--- config.mk ---
export PLATFORM = sky130hd
export DESIGN_NAME = vector_lsu
export DESIGN_NICKNAME = d
export VERILOG_FILES = /design/src/rtl/cvp14_pkg.sv /design/src/rtl/lane_mux.sv /design/src/rtl/vector_lsu.sv
export SDC_FILE = /design/constraint.sdc
export NUM_CORES = 1
export LEC_CHECK = 0
export CAP_MARGIN = 15
export CORE_AREA = 2 2 228 230
export DETAILED_ROUTE_END_ITERATION = 7
export DIE_AREA = 0 0 230 232
export PLACE_DENSITY = 0.87
export SLEW_MARGIN = 20
export SYNTH_ARGS = -nofsm -noshare
export SYNTH_HDL_FRONTEND = slang
export SYNTH_SLANG_ARGS = --single-unit
--- constraint.sdc ---
create_clock -name Clk1 -period 15.7 [get_ports Clk1]
set_input_delay 3.14 -clock Clk1 [delete_from_list [all_inputs] [get_ports Clk1]]
set_output_delay 3.14 -clock Clk1 [all_outputs]
set_load 0.02 [all_outputs]
--- src/rtl/cvp14_pkg.sv ---
// Shared constants, state encoding and core opcodes for the vector load/store sequencer.
package cvp14_pkg;

   localparam int ELEMS  = 16;
   localparam int WORD_W = 16;
   localparam int ADDR_W = 16;
   localparam int IDX_W  = $clog2(ELEMS);
   localparam int VEC_W  = ELEMS * WORD_W;

   // Core opcodes that raise start (and is_store for VST)
   localparam logic [3:0] VLD = 4'b0100;
   localparam logic [3:0] VST = 4'b0101;

   typedef enum logic [2:0] {
      S_IDLE,
      S_LD_ISSUE,
      S_LD_DRAIN,
      S_ST_ISSUE,
      S_FINISH
   } state_t;

endpackage

--- src/rtl/lane_mux.sv ---
// 16:1 word select used to slice the latched store vector onto the memory bus.
module lane_mux
   import cvp14_pkg::*;
(
   input  logic [VEC_W-1:0]  vec,
   input  logic [IDX_W-1:0]  sel,
   output logic [WORD_W-1:0] word
);

   assign word = vec[sel*WORD_W +: WORD_W];

endmodule

--- src/rtl/vector_lsu.sv ---
// Vector load/store sequencer: turns one core command into up to 16 sequential
// word accesses, assembling loads into a 256-bit vector.
module vector_lsu
   import cvp14_pkg::*;
(
   input  logic              Clk1,
   input  logic              Reset,
   input  logic              start,
   input  logic              is_store,
   input  logic [ADDR_W-1:0] base_addr,
   input  logic [IDX_W-1:0]  count,
   input  logic [VEC_W-1:0]  st_vector,
   output logic              busy,
   output logic              done,
   output logic [VEC_W-1:0]  ld_vector,
   output logic [ADDR_W-1:0] Addr,
   output logic              RD,
   output logic              WR,
   output logic [WORD_W-1:0] dataOut,
   input  logic              MemWait,
   input  logic [WORD_W-1:0] DataIn
);

   state_t              state, state_next;
   logic [ADDR_W-1:0]   base_q;
   logic [IDX_W-1:0]    count_q;
   logic [VEC_W-1:0]    st_vec_q;
   logic [IDX_W-1:0]    issue_idx;
   logic [IDX_W-1:0]    cap_idx;
   logic                pend;
   logic [ADDR_W-1:0]   addr_hold;
   logic [WORD_W-1:0]   data_hold;
   logic [ADDR_W-1:0]   issue_addr;
   logic [WORD_W-1:0]   lane_word;
   logic                accept;

   assign issue_addr = base_q + {{(ADDR_W-IDX_W){1'b0}}, issue_idx};
   assign accept     = (RD | WR) & ~MemWait;

   lane_mux u_lane_mux (
      .vec  (st_vec_q),
      .sel  (issue_idx),
      .word (lane_word)
   );

   always_comb begin
      state_next = state;
      busy       = 1'b0;
      done       = 1'b0;
      RD         = 1'b0;
      WR         = 1'b0;
      Addr       = addr_hold;
      dataOut    = data_hold;
      case (state)
         S_IDLE: begin
            if (start) state_next = is_store ? S_ST_ISSUE : S_LD_ISSUE;
         end
         S_LD_ISSUE: begin
            busy = 1'b1;
            RD   = 1'b1;
            Addr = issue_addr;
            if (!MemWait && issue_idx == count_q) state_next = S_LD_DRAIN;
         end
         S_LD_DRAIN: begin
            busy = 1'b1;
            if (pend && cap_idx == count_q) state_next = S_FINISH;
         end
         S_ST_ISSUE: begin
            busy    = 1'b1;
            WR      = 1'b1;
            Addr    = issue_addr;
            dataOut = lane_word;
            if (!MemWait && issue_idx == count_q) state_next = S_FINISH;
         end
         S_FINISH: begin
            done       = 1'b1;
            state_next = S_IDLE;
         end
         default: state_next = S_IDLE;
      endcase
   end

   always_ff @(posedge Clk1) begin
      if (Reset) begin
         state     <= S_IDLE;
         issue_idx <= '0;
         cap_idx   <= '0;
         pend      <= 1'b0;
         ld_vector <= '0;
         addr_hold <= '0;
         data_hold <= '0;
      end else begin
         state <= state_next;
         pend  <= RD & ~MemWait;
         if (RD | WR) begin
            addr_hold <= Addr;
            data_hold <= dataOut;
         end
         if (accept) issue_idx <= issue_idx + 1'b1;
         // Read data arrives the cycle after acceptance, regardless of MemWait
         if (pend) begin
            ld_vector[cap_idx*WORD_W +: WORD_W] <= DataIn;
            cap_idx <= cap_idx + 1'b1;
         end
         if (state == S_IDLE && start) begin
            issue_idx <= '0;
            cap_idx   <= '0;
            ld_vector <= '0;
         end
      end
   end

   always_ff @(posedge Clk1) begin
      if (state == S_IDLE && start) begin
         base_q   <= base_addr;
         count_q  <= count;
         st_vec_q <= st_vector;
      end
   end

endmodule

# After elaboration in Yosys (flattened, before gate mapping)
# Index checks and enable logic that the tools add are counted.
[word_totals] wordCells=53 reg_bits=576 in_bits=297
[op_classes] shifts=3 n_reduce_logical=9 add_sub_neg=4 mux=13 bitwise=4 eq_ne=10
[ops] cell="256-bit bitwise mux" count=1
[ops] cell="16-bit by 34-bit variable shift with 256-bit output (first input constant)" count=1
[ops] cell="16-bit by 34-bit variable part select with 256-bit output" count=1
[ops] cell="256-bit by 9-bit variable part select with 16-bit output" count=1
[ops] cell="8-bit negator with 34-bit output" count=1
[ops] cell="16-bit 2-to-1 mux" count=2
[ops] cell="16-bit by 4-bit adder with 16-bit output" count=1
[ops] cell="3-bit 2-to-1 mux" count=4
[ops] cell="3-bit one-hot mux with 4 select lines" count=1
[ops] cell="4-bit by 1-bit adder with 4-bit output (second input constant)" count=2
[ops] cell="4-bit equality test" count=2
[ops] cell="2-bit != test (second input constant)" count=4
[ops] cell="3-bit by 2-bit equality test with 1-bit output (second input constant)" count=2
[ops] cell="1-bit 2-to-1 mux" count=4
[ops] cell="4-bit AND reduction" count=1
[ops] cell="2-bit OR reduction" count=2
[ops] cell="3-bit by 1-bit equality test with 1-bit output (second input constant)" count=1
[ops] cell="3-bit equality test (second input constant)" count=1
[ops] cell="1-bit logical AND" count=3
[ops] cell="3-bit logical NOT" count=1
[ops] cell="3-bit OR reduction" count=1
[ops] cell="1-bit AND" count=2
[ops] cell="2-bit 2-to-1 mux" count=1
[ops] cell="1-bit logical NOT" count=1
[ops] cell="2 further kinds" count=2

# Longest topological paths before layout
[depth] depth_word=4 ltp_mapped=11 mapped_depth_nobuf=8

# By module
# Synthesis repeated with hierarchy kept, for this count alone.
[unflattened] hier_cells=1682 hier_area_um2=21769.6
[by_module_without_submodules] module="vector_lsu" cells_each=1545 instances=1 seq_area_each_um2=14293.7 area_per_inst_um2=19836.5
[by_module_without_submodules] module="lane_mux" cells_each=137 instances=1 seq_area_each_um2=0.0 area_per_inst_um2=1933.1

# Worst setup path after synthesis
# No wires, ideal clock.
[synth_timing] path_kind="input-to-reg" from="input port start" to="register ld_vector[200]" setup_slack_ns=0.215 setup_ns=0.132 path_stages=7 arrival_ns=15.353 path_cell_list="nand2_1 > nor3_2 > or2_2 > clkbuf_1 > clkbuf_1 > buf_1 > a21oi_1"
[synth_between] elab_chain_len=2
[synth_rtl] item="from (decl)" line="vector_lsu.sv:8" text="input logic start,"
[synth_rtl] item="1-bit logical AND" line="vector_lsu.sv:105" text="if (state == S_IDLE && start) begin"
[synth_rtl] item="2-bit OR reduction (no source line)"
[synth_rtl] item="to (signal, indexed assignment)" line="vector_lsu.sv:102" text="ld_vector[cap_idx*WORD_W +: WORD_W] <= DataIn;"
[synth_rtl] item="to (decl)" line="vector_lsu.sv:15" text="output logic [VEC_W-1:0] ld_vector,"
# No other way between the ends.
# A chain may end at the register's enable or synchronous reset.

# Final worst setup path
[layout_timing] from="register issue_idx[1]" to="output port dataOut[10]"
[layout_between] elab_chain_len=2
[layout_rtl] item="from (decl)" line="vector_lsu.sv:28" text="logic [IDX_W-1:0] issue_idx;"
[layout_rtl] item="from (signal assigned)" line="vector_lsu.sv:99" text="if (accept) issue_idx <= issue_idx + 1'b1;"
[layout_rtl] item="256-bit by 9-bit variable part select with 16-bit output" line="lane_mux.sv:10" text="assign word = vec[sel*WORD_W +: WORD_W];"
[layout_rtl] item="16-bit 2-to-1 mux" line="vector_lsu.sv:54" text="case (state)"
[layout_rtl] item="to (decl)" line="vector_lsu.sv:19" text="output logic [WORD_W-1:0] dataOut,"
# No other way between the ends.

==> flow_results.org <==
** Hold path
- The min-delay analysis places its worst path in the category reg -> reg.

** Timing
- Sum of negative setup slack :: 0 ns
- Portion of the clock cycle consumed by the worst path in the final layout :: 0.467
- Maximum clock frequency :: 136 MHz
- Number of endpoints with negative hold slack in the final report :: 0
- Setup slack on the critical path of the routed design comes to 8.37 ns.
- The worst path in the final design needs a cycle of 7.33 ns, including I/O delays and setup.
- On the final layout, the worst clock skew is 0.0304 ns.
- Headroom to the max-slew limit came out at 0.196.
- Final setup fails :: 0
- Transition at the pin with the smallest max-transition slack :: 1.20 ns
- The count of pins over their slew limit is 0.
- Setup repair after global routing left no endpoint under its margin.

** Synthesis
- When the netlist entered floorplanning its net count stood at 2184.
- The most used flip-flop cell after synthesis is sky130_fd_sc_hd__dfxtp_1.
- In the post-synthesis netlist, the cell with the most instances is sky130_fd_sc_hd__dfxtp_1.
- The share of the Yosys chip area taken by registers is 0.644.
- Netlist area before placement :: 0.0222 mm^2
- The netlist uses 57 different library cells.
- Proportion of register bits with asynchronous set or reset after synthesis :: 0
- Share of the synthesized area in the top cell type :: 0.374
- In this run, synthesis produced a sequential element count of 576.
- Post-synth EDFFs :: 276
- Synthesis produced a netlist whose cell count is 1878.
- The biggest area contributor in the post-synthesis netlist is sky130_fd_sc_hd__edfxtp_1.
- Commonest cells in the synthesized netlist :: sky130_fd_sc_hd__dfxtp_1 (300), sky130_fd_sc_hd__edfxtp_1 (276), sky130_fd_sc_hd__nand2_1 (234)
- Dividing the synthesized area by the synthesized cell count gives 11.8 um^2.
- YS warnings :: 0
- In the post-synthesis netlist, the biggest area contributors are sky130_fd_sc_hd__edfxtp_1 (37%), sky130_fd_sc_hd__dfxtp_1 (27%), sky130_fd_sc_hd__mux2i_1 (5.1%).

** Critical path
- Required time of the critical path :: 12.56 ns
- STA classifies the critical path endpoint as an output pin.
- Along the worst path, the maximum fanout reaches 62.
- Critical path data arrival time :: 4.19 ns
- Classification of the worst setup path :: reg -> out
- STA classifies the critical path startpoint as a flop.
- For flop-to-flop paths, the worst setup slack is 11.25 ns.

** GRT
- Across every metal layer, demand over resource in global routing totals 0.256.
- Maximum number of pins on one net before global-route repair :: 191
- Global-route congestion overflow total :: 0
- The first global-routing pass estimated 104000 um of wire.
- The via count of the first global-routing pass is 17100.
- The initial antenna violation count is 16.

** Drt
- Before antenna repair, the detailed router went through 8 iterations.
- For this run, design rule violations remaining after detail routing come to 1.
- Once detail routing completed, the nets flagged for antenna violations numbered 0.
- Number of design-rule violations left by the first detailed-router iteration :: 1627
- Dividing the detail-routed via count by the number of cells gives 5.58.
- The routed design has 70800 um of wire.
- After detailed routing, the average wire length per cell comes to 22.8 um.
- For this block, the via count after detailed routing is 17300.

** Status
- The checks that failed: DRC.
- The run finished, with violations left.

** Clock tree
- TritonCTS clock tree :: built
- Clock-pin slew was measured on the worst setup and hold paths at 0.06 ns.
- Counting along the longest clock path gives a buffer depth of 3.
- After clock tree synthesis, the repair step resized 0 gates.
- Number of buffers inserted for hold repair after clock tree synthesis :: 0
- The tree built by TritonCTS fans out to 576 sinks.
- Clock tree synthesis selected as its root buffer the cell sky130_fd_sc_hd__clkbuf_16.
- The later pin in the worst-skew pair is clocked with a latency of 0.62 ns.
- The H-tree generated during clock tree synthesis spans 2 levels.
- The number of setup buffers added after CTS is 0.
- Number of buffers inserted during clock tree synthesis :: 57

** Place
- DPL Wire Length :: 50100 um
- Summing all placed instances gives a cell area of 0.0283 mm^2.
- Pre-CTS worst setup slack :: 8.21 ns
- The count of buffers added on input and output ports is 588.
- Weighted congestion reported at the end of routability-driven placement :: 0.852
- DP Cell Count :: 2993

** Cells and area
- Summing all non-filler instances in the final layout gives an area of 0.0303 mm^2.
- Post-layout instance count excluding filler cells :: 3106
- Fill cells in the final layout number 3788.
- Multi-input combinational cell area :: 0.00713 mm^2
- The net count of the finished layout is 2678.
- Fraction of final layout cells with drive strength greater than 1 :: 0.0786
- Area growth from synthesis to layout :: 36.5%
- In the final layout, flip-flops and latches occupy 0.0143 mm^2.

** Pwr
- Power density relative to cell area :: 117 mW/mm^2
- The analysis attributes to cell leakage a power of 9.98 nW.
- VDD IR max :: 0.112 mV

** Floorplan
- The floorplan step defined a die boundary enclosing 0.0534 mm^2.
- 589 I/O pins were placed.
- Site row count :: 83
- In this run the standard cell core region covers 0.0509 mm^2.
- The initial utilization of the core area, before any placement, comes to 0.436.
- Die Span Y :: 232 um
- Die extent in x :: 230 um

** Job
- Max Cap Violations :: 0
## sequential cells by signal (all words and copies together), names as in the netlist, 4 cells and up
signal,flops
issue_idx,4
st_vec_q,256
count_q,4
data_hold,16
addr_hold,16
base_q,16
ld_vector,256
cap_idx,4
## placed cells by master (no fill, tap or decap), types with 4 or more instances in the layout
cell type | netlist | final
sky130_fd_sc_hd__mux4_2 | 32 | 32
sky130_fd_sc_hd__o211ai_1 | 4 | 4
sky130_fd_sc_hd__mux2_2 | 31 | 31
sky130_fd_sc_hd__dfxtp_1 | 300 | 296
sky130_fd_sc_hd__nor3_1 | 5 | 5
sky130_fd_sc_hd__nand2_1 | 234 | 234
sky130_fd_sc_hd__nand2b_1 | 5 | 5
sky130_fd_sc_hd__nand3_1 | 171 | 171
sky130_fd_sc_hd__mux2i_1 | 113 | 113
sky130_fd_sc_hd__a22oi_1 | 15 | 15
sky130_fd_sc_hd__bufinv_16 | 0 | 6
sky130_fd_sc_hd__o21ai_0 | 10 | 10
sky130_fd_sc_hd__nor2_1 | 126 | 125
sky130_fd_sc_hd__clkdlybuf4s50_1 | 0 | 587
sky130_fd_sc_hd__nand4_1 | 24 | 24
sky130_fd_sc_hd__and3_1 | 5 | 4
sky130_fd_sc_hd__a21oi_1 | 207 | 207
sky130_fd_sc_hd__buf_4 | 14 | 10
sky130_fd_sc_hd__clkbuf_1 | 77 | 16
sky130_fd_sc_hd__xnor2_1 | 10 | 10
sky130_fd_sc_hd__and2_1 | 7 | 7
sky130_fd_sc_hd__clkbuf_8 | 0 | 7
sky130_fd_sc_hd__ha_1 | 8 | 8
sky130_fd_sc_hd__nor2b_1 | 26 | 25
sky130_fd_sc_hd__clkinv_2 | 0 | 6
sky130_fd_sc_hd__a221o_1 | 16 | 16
sky130_fd_sc_hd__nor3_4 | 2 | 4
sky130_fd_sc_hd__a211oi_1 | 14 | 14
sky130_fd_sc_hd__o22ai_1 | 15 | 15
sky130_fd_sc_hd__clkbuf_16 | 0 | 59
sky130_fd_sc_hd__xor2_1 | 14 | 14
sky130_fd_sc_hd__diode_2 | 0 | 8
sky130_fd_sc_hd__inv_1 | 10 | 10
sky130_fd_sc_hd__edfxtp_1 | 276 | 276
## final timing paths
path	start	to	cells past startpoint
worst min-delay path	ld_vector[131]	ld_vector[131]	2
worst max register to register	state[1]	ld_vector[136]	8
worst max-delay path	issue_idx[1]	dataOut[10]	6
worst min register to register	ld_vector[131]	ld_vector[131]	2
## layer usage
layer	part of all wire	global-route usage
met1	0.34	0.289
met2	0.50	0.446
met3	0.10	0.0694
met4	0.053	0.127
met5	0.0013	0
## worst max-delay path: stages (launching register included)
cell and delay, ns:
sky130_fd_sc_hd__dfxtp_4 0.93, sky130_fd_sc_hd__buf_4 0.68, sky130_fd_sc_hd__mux4_2 0.40, sky130_fd_sc_hd__mux2i_1 0.47, sky130_fd_sc_hd__nor2_1 0.13, sky130_fd_sc_hd__a221o_1 0.34, sky130_fd_sc_hd__clkdlybuf4s50_1 0.56
## where the power goes
part / total (mW) / switching (mW) / internal (mW)
clock network: 1.42 / 0.595 / 0.827
registers: 1.75 / 0.0441 / 1.70
logic: 0.367 / 0.213 / 0.154
## stage by stage
stage	hold WS (ns)	utilization	total power, mW
detailed placement	0.443	0.556	2.14
finish	0.451	0.595	3.53
floorplan	0.440	-	1.99
global route	0.468	0.595	3.64
global placement	0.441	0.556	2.13
CTS	0.451	0.594	3.55
## logic make-up (layout without fill, tap and decap cells)
logic type | Yosys count | count (layout) | share of synthesized area
compound gates | 291 | 291 | 0.0755
xor+xnor | 25 | 25 | 0.0107
fa+ha+maj | 9 | 9 | 0.00541
buf+inv | 175 | 715 | 0.0363
flops | 576 | 576 | 0.644
mux | 176 | 176 | 0.0992
other cells | 0 | 8 | 0
simple gates | 626 | 626 | 0.129
## layout make-up
cell class,count,area share
inverters,10,0.00124
well taps,680,0.0281
clock buffers,82,0.0539
repair buffers,600,0.198
clock inverters,23,0.0106
multi-input cells,1127,0.235
flip-flops and latches,576,0.472
diodes,8,0.000661
(Power assumes the default switching activity.)
